===== src/rtl/alu_div_unit.sv =====
// Iterative restoring divider for DIV/DIVU/REM/REMU: one quotient bit per clock,
// with operands in and results out over separate valid/ready handshakes.
module alu_div_unit #(
    parameter int DATA_WIDTH = 32
) (
    input  logic                  clk,
    input  logic                  rst,
    input  logic                  in_valid,
    output logic                  in_ready,
    input  logic [DATA_WIDTH-1:0] dividend,
    input  logic [DATA_WIDTH-1:0] divisor,
    input  logic                  is_signed,
    output logic                  out_valid,
    input  logic                  out_ready,
    output logic [DATA_WIDTH-1:0] quotient,
    output logic [DATA_WIDTH-1:0] remainder,
    output logic                  div_by_zero
);

    localparam int CW = $clog2(DATA_WIDTH);
    localparam logic [CW-1:0] LAST_ITER = CW'(DATA_WIDTH - 1);

    typedef enum logic [1:0] {
        IDLE,
        CALC,
        DONE
    } state_t;

    state_t                  state_reg, state_next;
    logic [CW-1:0]           count_reg, count_next;
    logic [DATA_WIDTH-1:0]   rem_work_reg, rem_work_next;
    logic [DATA_WIDTH-1:0]   quo_work_reg, quo_work_next;
    logic [DATA_WIDTH-1:0]   div_mag_reg, div_mag_next;
    logic                    neg_quo_reg, neg_quo_next;
    logic                    neg_rem_reg, neg_rem_next;
    logic [DATA_WIDTH-1:0]   quotient_reg, quotient_next;
    logic [DATA_WIDTH-1:0]   remainder_reg, remainder_next;
    logic                    dbz_reg, dbz_next;

    // One extra bit on the trial subtraction keeps 2^(W-1) magnitudes from wrapping.
    logic [DATA_WIDTH:0]     rem_shift;
    logic [DATA_WIDTH:0]     trial_diff;
    logic [DATA_WIDTH-1:0]   rem_iter;
    logic [DATA_WIDTH-1:0]   quo_iter;
    logic                    a_neg;
    logic                    b_neg;

    assign rem_shift  = {rem_work_reg, quo_work_reg[DATA_WIDTH-1]};
    assign trial_diff = rem_shift - {1'b0, div_mag_reg};
    assign rem_iter   = trial_diff[DATA_WIDTH] ? rem_shift[DATA_WIDTH-1:0]
                                               : trial_diff[DATA_WIDTH-1:0];
    assign quo_iter   = {quo_work_reg[DATA_WIDTH-2:0], ~trial_diff[DATA_WIDTH]};
    assign a_neg      = is_signed & dividend[DATA_WIDTH-1];
    assign b_neg      = is_signed & divisor[DATA_WIDTH-1];

    assign in_ready    = (state_reg == IDLE);
    assign out_valid   = (state_reg == DONE);
    assign quotient    = quotient_reg;
    assign remainder   = remainder_reg;
    assign div_by_zero = dbz_reg;

    always_comb begin
        state_next     = state_reg;
        count_next     = count_reg;
        rem_work_next  = rem_work_reg;
        quo_work_next  = quo_work_reg;
        div_mag_next   = div_mag_reg;
        neg_quo_next   = neg_quo_reg;
        neg_rem_next   = neg_rem_reg;
        quotient_next  = quotient_reg;
        remainder_next = remainder_reg;
        dbz_next       = dbz_reg;

        case (state_reg)
            IDLE: begin
                if (in_valid) begin
                    count_next    = '0;
                    rem_work_next = '0;
                    quo_work_next = a_neg ? -dividend : dividend;
                    div_mag_next  = b_neg ? -divisor : divisor;
                    neg_quo_next  = a_neg ^ b_neg;
                    neg_rem_next  = a_neg;
                    if (divisor == '0) begin
                        // Result is fixed, so skip the iterations entirely.
                        state_next     = DONE;
                        quotient_next  = '1;
                        remainder_next = dividend;
                        dbz_next       = 1'b1;
                    end else begin
                        state_next = CALC;
                    end
                end
            end
            CALC: begin
                rem_work_next = rem_iter;
                quo_work_next = quo_iter;
                count_next    = count_reg + 1'b1;
                if (count_reg == LAST_ITER) begin
                    state_next     = DONE;
                    count_next     = '0;
                    quotient_next  = neg_quo_reg ? -quo_iter : quo_iter;
                    remainder_next = neg_rem_reg ? -rem_iter : rem_iter;
                    dbz_next       = 1'b0;
                end
            end
            DONE: begin
                if (out_ready) begin
                    state_next     = IDLE;
                    quotient_next  = '0;
                    remainder_next = '0;
                    dbz_next       = 1'b0;
                end
            end
            default: begin
                state_next = IDLE;
            end
        endcase
    end

    always_ff @(posedge clk) begin
        if (rst) begin
            state_reg     <= IDLE;
            count_reg     <= '0;
            rem_work_reg  <= '0;
            quo_work_reg  <= '0;
            div_mag_reg   <= '0;
            neg_quo_reg   <= 1'b0;
            neg_rem_reg   <= 1'b0;
            quotient_reg  <= '0;
            remainder_reg <= '0;
            dbz_reg       <= 1'b0;
        end else begin
            state_reg     <= state_next;
            count_reg     <= count_next;
            rem_work_reg  <= rem_work_next;
            quo_work_reg  <= quo_work_next;
            div_mag_reg   <= div_mag_next;
            neg_quo_reg   <= neg_quo_next;
            neg_rem_reg   <= neg_rem_next;
            quotient_reg  <= quotient_next;
            remainder_reg <= remainder_next;
            dbz_reg       <= dbz_next;
        end
    end

endmodule

===== config.mk =====
export PLATFORM = sky130hd
export DESIGN_NAME = alu_div_unit
export DESIGN_NICKNAME = d
export VERILOG_FILES = /design/src/rtl/alu_div_unit.sv
export SDC_FILE = /design/constraint.sdc
export NUM_CORES = 1
export LEC_CHECK = 0
export BUFFER_PORTS_ARGS = -buffer_cell sky130_fd_sc_hd__buf_2
export CAP_MARGIN = 20
export CORE_UTILIZATION = 40
export DETAILED_ROUTE_END_ITERATION = 16
export PLACE_DENSITY = 0.61
export SLEW_MARGIN = 10
export SYNTH_ARGS = -nofsm -noshare
export SYNTH_HDL_FRONTEND = slang
export SYNTH_SLANG_ARGS = --single-unit

===== constraint.sdc =====
create_clock -name clk -period 5.7 [get_ports clk]
set_input_delay 0.285 -clock clk [delete_from_list [all_inputs] [get_ports clk]]
set_output_delay 0.285 -clock clk [all_outputs]
set_load 0.03 [all_outputs]

==> impl_metrics.xml <==
<?xml version="1.0" encoding="UTF-8"?>
<metrics>
  <group name="grt">
    <metric name="grt_use_total" unit="%">27.7</metric>
    <metric name="grt_first_pass_wirelength" unit="um">66900</metric>
    <metric name="grt_start_max_net_pins" unit="">90</metric>
    <metric name="grt_antenna_before_repair" unit="">2</metric>
    <metric name="final_global_route_overflow_total" unit="">0</metric>
    <metric name="number_of_global_route_vias_before_repair" unit="">11500</metric>
  </group>
  <group name="synth">
    <metric name="synthDominantAreaCellType" unit="">sky130_fd_sc_hd__dfxtp_1</metric>
    <metric name="synthesis.area_per_instance" unit="um^2">7.30</metric>
    <metric name="synth_largest_type_area_fraction" unit="%">28.1</metric>
    <metric name="synthesis.area" unit="mm^2">0.0121</metric>
    <metric name="synth-edff-count" unit="">0</metric>
    <metric name="yosys.cell_count.top_type" unit="">sky130_fd_sc_hd__nand2_1</metric>
    <metric name="synth_fp_nets" unit="">1772</metric>
    <metric name="synth-main-ff-cell" unit="">sky130_fd_sc_hd__dfxtp_1</metric>
    <metric name="synth_cell_types" unit="">78</metric>
    <metric name="asyncSetResetFlopFracSynth" unit="%">0</metric>
    <metric name="synth-seq-area-share" unit="%">28.1</metric>
    <metric name="synth-warning-count" unit="">0</metric>
    <metric name="yosys-top-cells-area" unit="">sky130_fd_sc_hd__dfxtp_1 (28%), sky130_fd_sc_hd__a21oi_1 (7.1%), sky130_fd_sc_hd__nand2_1 (6.2%)</metric>
    <metric name="ys_seq_elements" unit="">170</metric>
    <metric name="syn_inst" unit="">1660</metric>
    <metric name="netlist_top_cells_count" unit="">sky130_fd_sc_hd__nand2_1 (199), sky130_fd_sc_hd__nor2_1 (180), sky130_fd_sc_hd__a21oi_1 (172)</metric>
  </group>
  <group name="sta">
    <metric name="timing.final.ws_setup" unit="ns">0.716</metric>
    <metric name="post-route-min-period" unit="ns">4.98</metric>
    <metric name="final-max-slew-violation-count" unit="">0</metric>
    <metric name="max_slew.worst_pin.slew" unit="ns">1.04</metric>
    <metric name="worst_slew_margin_rel" unit="%">30.8</metric>
    <metric name="maxClockFrequency" unit="GHz">0.201</metric>
    <metric name="post-route-period-util" unit="%">87.4</metric>
    <metric name="setup_total_negative_slack" unit="ns">0</metric>
    <metric name="hold_viol_final" unit="">0</metric>
    <metric name="grt_setup_unrepaired" unit="">no</metric>
    <metric name="report.final.setup_viol" unit="">0</metric>
    <metric name="skew" unit="ns">0.0144</metric>
  </group>
  <group name="power">
    <metric name="static_leak" unit="nW">5.59</metric>
    <metric name="post-layout-total-power" unit="mW">6.52</metric>
    <metric name="pwr_density_cell" unit="mW/mm^2">479</metric>
    <metric name="max-vdd-ir-drop" unit="mV">0.249</metric>
  </group>
  <group name="setup_path">
    <metric name="critPathCaptureType" unit="">flop</metric>
    <metric name="critical-path-max-stage-delay" unit="ns">0.58</metric>
    <metric name="critPathArrivalTime" unit="ns">5.36</metric>
    <metric name="crit_slowest_cell" unit="">sky130_fd_sc_hd__or3b_2</metric>
    <metric name="crit_path_max_fo" unit="">12</metric>
    <metric name="cp_data_required_time" unit="ns">6.08</metric>
    <metric name="worstPathCellList" unit="">ha_1 &gt; nand4_1 &gt; a2111oi_2 &gt; o21ai_1 &gt; a211oi_1 &gt; o31ai_1 &gt; and2_1 &gt; inv_1 &gt; nor2_1 &gt; a21oi_1 &gt; ha_1 &gt; inv_1 &gt; nor4_1 &gt; mux2i_1 &gt; or3b_2 &gt; or4_1 &gt; nand3_1</metric>
    <metric name="start_kind" unit="">flop</metric>
    <metric name="worstSetupPathType" unit="">reg2reg</metric>
  </group>
  <group name="place">
    <metric name="place_ws" unit="ns">0.814</metric>
    <metric name="placement.cell_area" unit="mm^2">0.0130</metric>
    <metric name="numPlacedInstances" unit="">2093</metric>
    <metric name="dp_hpwl" unit="um">32800</metric>
    <metric name="routability_cong" unit="">0.950</metric>
    <metric name="port_buffers" unit="">135</metric>
  </group>
  <group name="clocking">
    <metric name="clock_buffers_created_by_tritoncts" unit="">17</metric>
    <metric name="tritoncts_clock_tree" unit="">built</metric>
    <metric name="cts_sinks" unit="">170</metric>
    <metric name="number_of_buffers_added_for_setup_after_cts" unit="">0</metric>
    <metric name="ctsHoldBuffers" unit="">0</metric>
    <metric name="h-tree-depth" unit="">4</metric>
    <metric name="cts.repair.resized" unit="">0</metric>
    <metric name="clock_tree.root_cell" unit="">sky130_fd_sc_hd__clkbuf_16</metric>
    <metric name="ctsLongestPathBuffers" unit="">2</metric>
    <metric name="clock_latency" unit="ns">0.45</metric>
    <metric name="clk_pin_slew" unit="ns">0.08</metric>
  </group>
  <group name="hold_path">
    <metric name="timing.hold.worst.class" unit="">in2reg</metric>
  </group>
  <group name="cells_and_area">
    <metric name="drive_gt1_share" unit="%">12.8</metric>
    <metric name="areaGrowthSynthToFinish" unit="%">12.3</metric>
    <metric name="post-route-cell-area" unit="mm^2">0.0136</metric>
    <metric name="nets" unit="">1834</metric>
    <metric name="stdcell_count" unit="">2126</metric>
  </group>
  <group name="route">
    <metric name="route.detailed.wl_per_inst" unit="um">20.2</metric>
    <metric name="route.antenna.remaining_nets" unit="">0</metric>
    <metric name="routed_wirelength" unit="um">42900</metric>
    <metric name="route.vias.total" unit="">12600</metric>
    <metric name="drtPass1Iterations" unit="">6</metric>
    <metric name="routed_via_density" unit="">5.92</metric>
    <metric name="drcViolationCount" unit="">0</metric>
    <metric name="dr.first_iter.drc_count" unit="">1128</metric>
  </group>
  <group name="floorplan">
    <metric name="initial_utilization" unit="%">40.8</metric>
    <metric name="io-pin-count" unit="">136</metric>
    <metric name="die_width" unit="um">176</metric>
    <metric name="die-area" unit="mm^2">0.0310</metric>
    <metric name="placement_rows" unit="">63</metric>
    <metric name="floorplan.die.height" unit="um">176</metric>
    <metric name="area_of_the_core" unit="mm^2">0.0297</metric>
  </group>
  <group name="run_status">
    <metric name="status" unit="">finished clean</metric>
  </group>
  <group name="flow_run">
    <metric name="cap_viol_max_count" unit="">0</metric>
  </group>
</metrics>
[cell type report]
cell class	count	area (um^2)
Antenna cell	1	2.50
Clock buffer	17	425
Clock inverter	15	171
Fill cell	3040	16100
Inverter	62	233
Multi-Input combinational cell	1317	8070
Sequential cell	170	3400
Tap cell	390	488
Timing Repair Buffer	154	821
[final timing paths]
check | start | to | slack, ns | cells after the start
worst min register to register | quotient[19] | quotient[19] | 0.45 | 1
worst min-delay path | rst | quotient[29] | 0.09 | 2
worst max-delay path | rem_work_reg[11] | remainder[30] | 0.72 | 17
worst max register to register | rem_work_reg[11] | remainder[30] | 0.72 | 17
[power breakdown]
group | internal, mW | leakage, nW | switching [mW]
clock | 0.629 | 0.291 | 0.586
sequential | 1.52 | 1.39 | 0.276
combinational | 1.08 | 3.91 | 2.43
total | 3.23 | 5.59 | 3.29
[layer usage]
metal / wire length, um / global-route usage (%) / up-vias
li1: - / - / 6111
met1: 19700 / 38.0 / 5897
met2: 19200 / 44.0 / 510
met3: 2950 / 4.82 / 69
met4: 1090 / 8.62 / 2
met5: 17 / 0 / -
[layout by cell type (no fill, tap or decap), types with 10 or more instances in the layout]
| master | instances |
|---|---|
| sky130_fd_sc_hd__inv_1 | 61 |
| sky130_fd_sc_hd__and3_1 | 34 |
| sky130_fd_sc_hd__a22oi_1 | 22 |
| sky130_fd_sc_hd__buf_4 | 20 |
| sky130_fd_sc_hd__or3_1 | 23 |
| sky130_fd_sc_hd__nor2_1 | 180 |
| sky130_fd_sc_hd__mux2i_1 | 19 |
| sky130_fd_sc_hd__and2_1 | 14 |
| sky130_fd_sc_hd__nand3_1 | 26 |
| sky130_fd_sc_hd__a21oi_1 | 171 |
| sky130_fd_sc_hd__xnor2_1 | 54 |
| sky130_fd_sc_hd__or4_1 | 13 |
| sky130_fd_sc_hd__nand2b_1 | 12 |
| sky130_fd_sc_hd__nand2_1 | 199 |
| sky130_fd_sc_hd__a221oi_1 | 19 |
| sky130_fd_sc_hd__a31oi_1 | 12 |
| sky130_fd_sc_hd__a21o_1 | 22 |
| sky130_fd_sc_hd__o211ai_1 | 15 |
| sky130_fd_sc_hd__a211oi_1 | 52 |
| sky130_fd_sc_hd__o31ai_1 | 27 |
| sky130_fd_sc_hd__ha_1 | 41 |
| sky130_fd_sc_hd__nor3_1 | 35 |
| sky130_fd_sc_hd__a311oi_1 | 10 |
| sky130_fd_sc_hd__nor4_1 | 13 |
| sky130_fd_sc_hd__clkbuf_16 | 17 |
| sky130_fd_sc_hd__xor2_1 | 66 |
| sky130_fd_sc_hd__o21ai_0 | 107 |
| sky130_fd_sc_hd__buf_2 | 134 |
| sky130_fd_sc_hd__nand4_1 | 13 |
| sky130_fd_sc_hd__dfxtp_1 | 170 |
[metrics by stage]
step                      util [%]  hold slack (ns)
after floorplan                  -            0.421
after global routing          45.8           0.0758
after global placement        43.8            0.432
after detailed placement      43.8            0.438
final                         45.8           0.0912
after CTS                     45.8           0.0702
[kinds of logic after synthesis]
family / count (synthesis) / share of synthesized area, %
adder cells (fa/ha/maj): 43 / 4.50
flip-flops: 170 / 28.1
XOR/XNOR: 120 / 8.67
multiplexers: 28 / 2.41
AO/OA/AOI/OAI: 530 / 27.8
buffers and inverters: 173 / 5.59
AND/OR/NAND/NOR: 596 / 23.0
[critical path: cells and delay by family (launching register included)]
family                   cells  cell delay, ns
adder cells (fa/ha/maj)      2            0.77
multiplexers                 1            0.26
AND/OR/NAND/NOR              7            1.90
AO/OA/AOI/OAI                5            1.30
flip-flops                   1            0.36
buffers and inverters        2            0.33
Power figures use the tool's default switching activity.
